<file path="config.mk">
export PLATFORM = sky130hd
export DESIGN_NAME = rr_arbiter_16
export DESIGN_NICKNAME = d
export VERILOG_FILES = /design/src/rtl/hydra_pkg.sv /design/src/rtl/rr_pick_16.sv /design/src/rtl/rr_arbiter_16.sv
export SDC_FILE = /design/constraint.sdc
export NUM_CORES = 1
export LEC_CHECK = 0
export CORE_MARGIN = 2
export CORE_UTILIZATION = 57
export CTS_CLUSTER_DIAMETER = 30
export DETAILED_ROUTE_END_ITERATION = 10
export PLACE_DENSITY = 0.9
export SYNTH_ARGS = -nofsm -noshare
export SYNTH_HDL_FRONTEND = slang
export SYNTH_SLANG_ARGS = --single-unit
</file>
<file path="constraint.sdc">
create_clock -name clk -period 9.6 [get_ports clk]
set_input_delay 1.44 -clock clk [delete_from_list [all_inputs] [get_ports clk]]
set_output_delay 1.44 -clock clk [all_outputs]
set_load 0.05 [all_outputs]
</file>
<file path="src/rtl/hydra_pkg.sv">
// Shared definitions for the 16-port switch fabric: port counts, arbiter
// state encoding and the one-hot to index helper also used by mux_16.
package hydra_pkg;

  localparam int PORT_NUM   = 16;
  localparam int PORT_IDX_W = 4;

  typedef enum logic {ARB_IDLE, ARB_LOCK} arb_state_t;

  function automatic logic [PORT_IDX_W-1:0] onehot16_to_idx(input logic [PORT_NUM-1:0] oh);
    logic [PORT_IDX_W-1:0] idx;
    idx = '0;
    for (int i = 0; i < PORT_NUM; i++) begin
      if (oh[i]) idx = idx | PORT_IDX_W'(i);
    end
    return idx;
  endfunction

endpackage

</file>
<file path="src/rtl/rr_pick_16.sv">
// Combinational rotate-priority encoder: returns the first set bit of
// req_masked searching ptr, ptr+1, ... ptr+15 (modulo 16).
module rr_pick_16
  import hydra_pkg::*;
(
  input  logic [PORT_NUM-1:0]   req_masked,
  input  logic [PORT_IDX_W-1:0] ptr,
  output logic [PORT_NUM-1:0]   pick_oh,
  output logic [PORT_IDX_W-1:0] pick_idx,
  output logic                  pick_any
);

  logic [2*PORT_NUM-1:0]   req_dbl;
  logic [PORT_NUM-1:0]     req_rot;
  logic [PORT_IDX_W-1:0]   offset;

  // Bit i of req_rot is request (ptr + i) mod 16, so the lowest set bit wins.
  assign req_dbl = {req_masked, req_masked} >> ptr;
  assign req_rot = req_dbl[PORT_NUM-1:0];

  always_comb begin
    offset = '0;
    for (int i = PORT_NUM - 1; i >= 0; i--) begin
      if (req_rot[i]) offset = PORT_IDX_W'(i);
    end
  end

  assign pick_any = |req_masked;
  assign pick_idx = ptr + offset;
  assign pick_oh  = pick_any ? (PORT_NUM'(1) << pick_idx) : '0;

endmodule

</file>
<file path="src/rtl/rr_arbiter_16.sv">
// Packet-locked round-robin arbiter for 16 ports; all outputs registered.
// Optional hold watchdog enabled by defining ARB_TIMEOUT_EN.
module rr_arbiter_16
  import hydra_pkg::*;
#(
  parameter int MAX_HOLD = 1024
) (
  input  logic                  clk,
  input  logic                  rst,
  input  logic [PORT_NUM-1:0]   req,
  input  logic [PORT_NUM-1:0]   eop,
  output logic [PORT_NUM-1:0]   grant,
  output logic                  grant_vld,
  output logic [PORT_IDX_W-1:0] grant_idx,
  output logic                  timeout
);

  if (MAX_HOLD < 2) begin : g_bad_max_hold
    $error("rr_arbiter_16: MAX_HOLD must be at least 2");
  end

  arb_state_t              state, state_next;
  logic [PORT_IDX_W-1:0]   ptr, ptr_next;
  logic [PORT_NUM-1:0]     grant_next;
  logic [PORT_IDX_W-1:0]   idx_next;
  logic [PORT_IDX_W-1:0]   after_winner;
  logic [PORT_NUM-1:0]     pick_req;
  logic [PORT_IDX_W-1:0]   pick_ptr;
  logic [PORT_NUM-1:0]     pick_oh;
  logic [PORT_IDX_W-1:0]   pick_idx;
  logic                    pick_any;
  logic                    normal_rel;
  logic                    hold_expired;
  logic                    new_grant;

  assign after_winner = grant_idx + 1'b1;
  // Dropping req without eop is an abort; eop only counts while req is held.
  assign normal_rel   = (state == ARB_LOCK) && (!req[grant_idx] || eop[grant_idx]);

  // While locked, the picker already looks past the current winner so a
  // release can hand over to the next port with no idle bubble.
  assign pick_req = (state == ARB_LOCK) ? (req & ~grant) : req;
  assign pick_ptr = (state == ARB_LOCK) ? after_winner : ptr;

  rr_pick_16 u_pick (
    .req_masked (pick_req),
    .ptr        (pick_ptr),
    .pick_oh    (pick_oh),
    .pick_idx   (pick_idx),
    .pick_any   (pick_any)
  );

  always_comb begin
    state_next = state;
    grant_next = grant;
    idx_next   = grant_idx;
    ptr_next   = ptr;
    new_grant  = 1'b0;
    case (state)
      ARB_IDLE: begin
        if (pick_any) begin
          grant_next = pick_oh;
          idx_next   = pick_idx;
          state_next = ARB_LOCK;
          new_grant  = 1'b1;
        end
      end
      ARB_LOCK: begin
        if (normal_rel || hold_expired) begin
          ptr_next = after_winner;
          if (pick_any) begin
            grant_next = pick_oh;
            idx_next   = pick_idx;
            new_grant  = 1'b1;
          end else begin
            grant_next = '0;
            idx_next   = '0;
            state_next = ARB_IDLE;
          end
        end
      end
      default: state_next = ARB_IDLE;
    endcase
  end

  always_ff @(posedge clk or posedge rst) begin
    if (rst) begin
      state     <= ARB_IDLE;
      grant     <= '0;
      grant_vld <= 1'b0;
      grant_idx <= '0;
      ptr       <= '0;
    end else begin
      state     <= state_next;
      grant     <= grant_next;
      grant_vld <= |grant_next;
      grant_idx <= idx_next;
      ptr       <= ptr_next;
    end
  end

`ifdef ARB_TIMEOUT_EN
  localparam int HOLD_W = $clog2(MAX_HOLD);

  logic [HOLD_W-1:0] hold_cnt;
  logic              timeout_reg;

  assign hold_expired = (state == ARB_LOCK) && (hold_cnt == HOLD_W'(MAX_HOLD - 1));

  always_ff @(posedge clk or posedge rst) begin
    if (rst) begin
      hold_cnt    <= '0;
      timeout_reg <= 1'b0;
    end else begin
      timeout_reg <= hold_expired && !normal_rel;
      if (new_grant) hold_cnt <= '0;
      else if (state == ARB_LOCK) hold_cnt <= hold_cnt + 1'b1;
    end
  end

  assign timeout = timeout_reg;
`else
  assign hold_expired = 1'b0;
  assign timeout      = 1'b0;
`endif

endmodule

</file>
==> results of run 1 <==
## kinds of logic (layout without fill, tap and decap cells)
kind of cell               after synthesis  count (layout)  share of synthesized area
AOI/OAI and AO/OA                       88              88                      0.222
adders and majority gates                5               5                     0.0245
buffers and inverters                   37              81                     0.0573
muxes                                   69              69                      0.263
other                                    1               1                    0.00131
and+or+nand+nor                        106             106                      0.186
DFF                                     26              26                      0.228
xor gates and xnor gates                 5               5                     0.0179
## layout by cell type, fill, tap and decap left out, types with 10 or more instances in the layout
cell type,n
clkdlybuf4s50_1,54
mux2i_1,44
nand2_1,43
dfrtp_1,26
o21ai_0,22
mux2_2,20
inv_1,19
a21boi_0,17
nor2_1,12
nand3_1,10
nand2b_1,10
## worst paths after layout
path	endpoint	slack, ns	cells past startpoint
max reg2reg	grant[5]	4.19	14
min in group asynchronous	grant[13]	1.70	2
max	grant[5]	3.88	18
min reg2reg	ptr[3]	0.52	2
max in group asynchronous	grant[10]	7.29	2
min	ptr[3]	0.52	2
## tightest hold or removal path: cells and delay by family, from the launching register on
kind / cells / cell delay (ns)
flip-flops: 1 / 0.36
AO/OA/AOI/OAI: 1 / 0.07
AND/OR/NAND/NOR: 1 / 0.05
## routing by layer
metal,GRT usage,vias to the layer above,routed length [um]
met5,0,-,0
li1,-,1341,-
met4,0.0714,0,144
met2,0.565,198,4340
met1,0.436,1433,3530
met3,0.0509,22,832
## state kept, by name (all words and copies together) (netlist names)
register   cells
grant         16
grant_idx      4
grant_vld      1
ptr            4
state          1
## Yosys cell counts (3+ instances only)
cell	n	share of area
o22ai_1	5	0.011
nor4_1	5	0.011
ha_1	4	0.018
nor2b_1	5	0.011
nand4_1	4	0.0088
nand3_1	10	0.018
nor2_1	12	0.016
o32ai_1	8	0.025
buf_2	5	0.0088
mux2i_1	44	0.15
inv_1	19	0.025
a21o_1	3	0.0079
a21boi_0	17	0.045
mux2_2	20	0.079
a221oi_1	5	0.015
a21oi_1	5	0.0088
o21ai_1	3	0.0053
and2_1	3	0.0066
dfrtp_1	26	0.23
clkbuf_1	7	0.0092
o21ai_0	23	0.040
nand2b_1	10	0.022
nand2_1	43	0.056
## layout make-up
class                           instances  area [um^2]  share of cell area
Multi-Input combinational cell        274         2040               0.587
Sequential cell                        26          651               0.187
Timing Repair Buffer                   56          556               0.159
Tap cell                               67         83.8              0.0241
Inverter                               21         78.8              0.0226
Clock buffer                            3         41.3              0.0118
Clock inverter                          1         30.0             0.00862
## per-stage QoR
| stage | hold slack (ns) | cell area [um^2] |
|---|---|---|
| floorplan | 0.442 | 2860 |
| global placement | 0.465 | 3410 |
| detailed placement | 0.502 | 3410 |
| CTS | 0.526 | 3480 |
| global route | 0.565 | 3480 |
| finish | 0.519 | 3480 |
==> reports/results.ini, run 1 <==
[global_route]
antenna_found_initial = 0
grt_pass1_vias = 2872
grt_max_degree = 28
gr-total-overflow = 0
gr-usage-all-layers = 0.328
grt_pass1_wl_um = 14100

[sta]
relSlewSlack = 0.211
final_hold_viol_count = 0
finalCriticalPeriod_ns = 5.72
tns_ns = 0
rsz0062_at_grt = false
worst_slack_ns = 3.88
worstMarginPinSlew_ns = 1.18
setup_viol = 0
fmax_mhz = 175
period_share = 0.596
drv_slew = 0
finClkSkew_ns = 0.00734

[clock_network]
clk_pin_slew_ns = 0.10
clkSinkCount = 26
cts_buffers = 3
clock_path_buffers = 2
clkLatencyLatePin_ns = 0.28
cts_setup_buffers = 0
h-tree-depth = 1
cts_root_buffer = clkbuf_8
cts.repair.resized = 0
cts_tree = yes
ctsHoldBuffers = 0

[logic_synthesis]
synth_area_um2 = 2860
ys.flop_type = dfrtp_1
yosys.cell_types.count = 57
ys_warn_count = 0
synth_seq_cells = 26
yosysSeqAreaShare = 0.228
syn_nets = 376
syn_area_per_cell_um2 = 8.48
syn_inst = 337
async_flop_share = 1.00
synth-edff-count = 0

[route]
totalWireLength_um = 8850
detail-route-antenna-nets = 0
drtIter0Drc = 380
vias = 2994
wl_per_cell_um = 19.8
drc = 0
drt_first_pass_iters = 5
viasPerCell = 6.68

[floorplanning]
die_h_um = 74.8
initial_core_util = 0.597
fp.dieW_um = 74.8
rows = 25
core-area_um2 = 4790
die_area_um2 = 5600
pin_count = 56

[layout]
final_layout_size_suffix_gt1_frac = 0.102
fillers = 361
antenna_cells = 0
final_cell_count_no_fill = 448
final_util = 0.728
final_nets = 421
syn_to_final_growth_pct = 21.9

[worst_setup_path]
crit_required_ns = 9.76
path_cells = clkdlybuf4s50_1 > a21boi_0 > mux2i_1 > mux2_2 > mux2i_1 > nor2_1 > o21ai_1 > o21ai_0 > nand2_1 > a311oi_1 > o21a_1 > ha_1 > a21o_1 > a21oi_1 > xnor2_1 > xnor2_2 > nand4b_1 > o21ai_0
critPathMaxFanout = 9
critPathLaunch = req[2]
critPathTopFamily = compound AO/OA/AOI/OAI gates
arrival_ns = 5.88
critPathCaptureType = flip-flop
cp_slowest_cell = a21boi_0
cpPeakStageDelay_ns = 0.61
crit_type = in2reg
worst-path-buf-inv = 1
rr_startpoint = state
start_kind = input pin

[place]
gp_congestion = 0.977
io_buffer_count = 54
place_inst = 444
hpwl_um = 6760
place_ws_ns = 3.79

[status]
status = finished clean

[min_path]
hold_path.class = reg2reg
hp-start = ptr[3]

[run]
maxCapViolCount = 0

Power of run 1 is not shown: default switching activity piles up to over one toggle a cycle in this logic, so the estimate is an artifact.
==> run 2: changes to the inputs <==
--- a/config.mk
+++ b/config.mk
@@ -6,10 +6,10 @@
 export NUM_CORES = 1
 export LEC_CHECK = 0
 export CORE_MARGIN = 2
-export CORE_UTILIZATION = 57
+export CORE_UTILIZATION = 53
 export CTS_CLUSTER_DIAMETER = 30
 export DETAILED_ROUTE_END_ITERATION = 10
-export PLACE_DENSITY = 0.9
+export PLACE_DENSITY = 0.85
 export SYNTH_ARGS = -nofsm -noshare
 export SYNTH_HDL_FRONTEND = slang
 export SYNTH_SLANG_ARGS = --single-unit
==> constraint.sdc (replaced) <==
create_clock -name clk -period 5.6 [get_ports clk]
set_input_delay 0.84 -clock clk [delete_from_list [all_inputs] [get_ports clk]]
set_output_delay 0.84 -clock clk [all_outputs]
set_load 0.05 [all_outputs]
==> run 2 against run 1 <==
  * Register-to-register slack worse by 3.8 ns
  * Count of clock-buffer cells in the layout unchanged
  * Non-clock buffer count up 4
  * Hold slack got worse by 0.022 ns
  * Setup slack got worse by 3.5 ns
  * Flip-flop and latch count unchanged
  * Via count decreased by 2.3%
  * Final cell count is 1.6% higher
  * Critical path type is now reg2reg
  * Critical endpoint is now grant[4]
  * Largest cell class unchanged
  * Highest routed layer unchanged
==> reports/results.ini, run 2 (synthesis results as in run 1) <==
[status]
status = finished clean

[worst_setup_path]
critPathMaxFanout = 15
reg2reg_to = grant[4]
critPathCaptureType = flip-flop
rr_startpoint = grant_idx[0]
critPathLaunch = grant_idx[0]
crit_required_ns = 5.80
r2r_slack_ns = 0.42
r2r_cells = 19
start_kind = flip-flop
cp-endpoint = grant[4]
arrival_ns = 5.37
crit_type = reg2reg

[floorplanning]
die_h_um = 77.4
pin_count = 56
fp.dieW_um = 77.4
core-area_um2 = 5170
rows = 26
die_area_um2 = 6000
initial_core_util = 0.553

[sta]
rsz0062_at_grt = false
tns_ns = 0
finalCriticalPeriod_ns = 5.18
setup_viol = 0
finClkSkew_ns = 0.00415
fmax_mhz = 193
relSlewSlack = 0.308
period_share = 0.924
worst_slack_ns = 0.423
worstMarginPinSlew_ns = 1.04
drv_slew = 0
final_hold_viol_count = 0

[route]
detail-route-antenna-nets = 0
drt_first_pass_iters = 5
wl_per_cell_um = 18.9
vias = 2925
drtIter0Drc = 285
totalWireLength_um = 8590
viasPerCell = 6.43
drc = 0

[place]
hpwl_um = 6540
placed_cell_area_um2 = 3450
place_ws_ns = 0.419
gp_congestion = 0.989
io_buffer_count = 54

[clock_network]
ctsHoldBuffers = 0
cts_buffers = 3
clock_path_buffers = 2
clk_pin_slew_ns = 0.10
cts_tree = yes
cts.repair.resized = 0
clkSinkCount = 26
clkLatencyLatePin_ns = 0.28
cts_setup_buffers = 0
cts_root_buffer = clkbuf_8
h-tree-depth = 1

[layout]
top_register = grant
syn_to_final_growth_pct = 23.1
final_util = 0.680
final_layout_size_suffix_gt1_frac = 0.112
final_nets = 425
antenna_cells = 0
mostFrequentLayoutCells = clkdlybuf4s50_1 (54), mux2i_1 (44), nand2_1 (43)
layout_commonest_cell = clkdlybuf4s50_1
final_cell_area_um2 = 3520
largest_reg_flops = 16
reg_top3 = grant x16, grant_idx x4, ptr x4

[global_route]
grt_pass1_wl_um = 14200
antenna_found_initial = 0
grt_pass1_vias = 2824
gr-usage-all-layers = 0.291
grt_max_degree = 28
gr-total-overflow = 0

[min_path]
hold_path.class = reg2reg

[run]
maxCapViolCount = 0

==> run 2: changes by cell type in the layout (fill, tap and decap cells not counted) <==
cell   before  now
buf_4       2    6
==> run 2: area by class of cell <==
cell class / instances / area [um^2]
inverter: 21 / 78.8
multi-input combinational: 274 / 2040
clock inverter: 1 / 30.0
tap: 70 / 87.6
sequential: 26 / 651
clock buffer: 3 / 41.3
timing repair buffer: 60 / 586
fill: 424 / 1650
==> run 2: worst max-delay path, cell delays in order (launching register included) <==
cell	delay [ns]
dfrtp_1	0.69
ha_1	0.34
mux2_4	0.37
inv_2	0.24
mux2i_1	0.34
mux2i_1	0.18
mux2_2	0.30
mux2i_1	0.24
nand2_1	0.11
o21ai_0	0.17
nand2_1	0.08
a311oi_1	0.38
o21a_1	0.18
ha_1	0.22
a21o_1	0.17
a21oi_1	0.16
xnor2_1	0.19
xnor2_2	0.19
nand4b_1	0.30
o21ai_0	0.24
==> run 2: how the worst min path moves through the flow <==
stage | from | end | slack [ns] | cells past startpoint
detailed placement | ptr[3] | ptr[3] | 0.48 | 2
CTS | ptr[0] | ptr[0] | 0.50 | 2
floorplan | ptr[3] | ptr[3] | 0.44 | 2
global route | ptr[0] | ptr[0] | 0.51 | 2
finish | ptr[3] | ptr[3] | 0.50 | 2
global placement | ptr[3] | ptr[3] | 0.47 | 2
==> run 2: stage by stage <==
stage          hold WS [ns]  cells
2_1_floorplan         0.442    337
3_3_place_gp          0.465    451
3_5_place_dp          0.479    451
4_1_cts               0.504    455
5_1_grt               0.510    455
6_report              0.497    455
==> run 2: metal layers <==
layer	up-vias	track usage	wire (um)	share of wire
met3	14	0.0453	602	0.070
met5	-	0	0	0
met1	1426	0.408	3740	0.44
met2	136	0.481	4140	0.48
met4	0	0.0464	101	0.012
li1	1349	-	-	-
Power of run 2 is left out for the same reason.
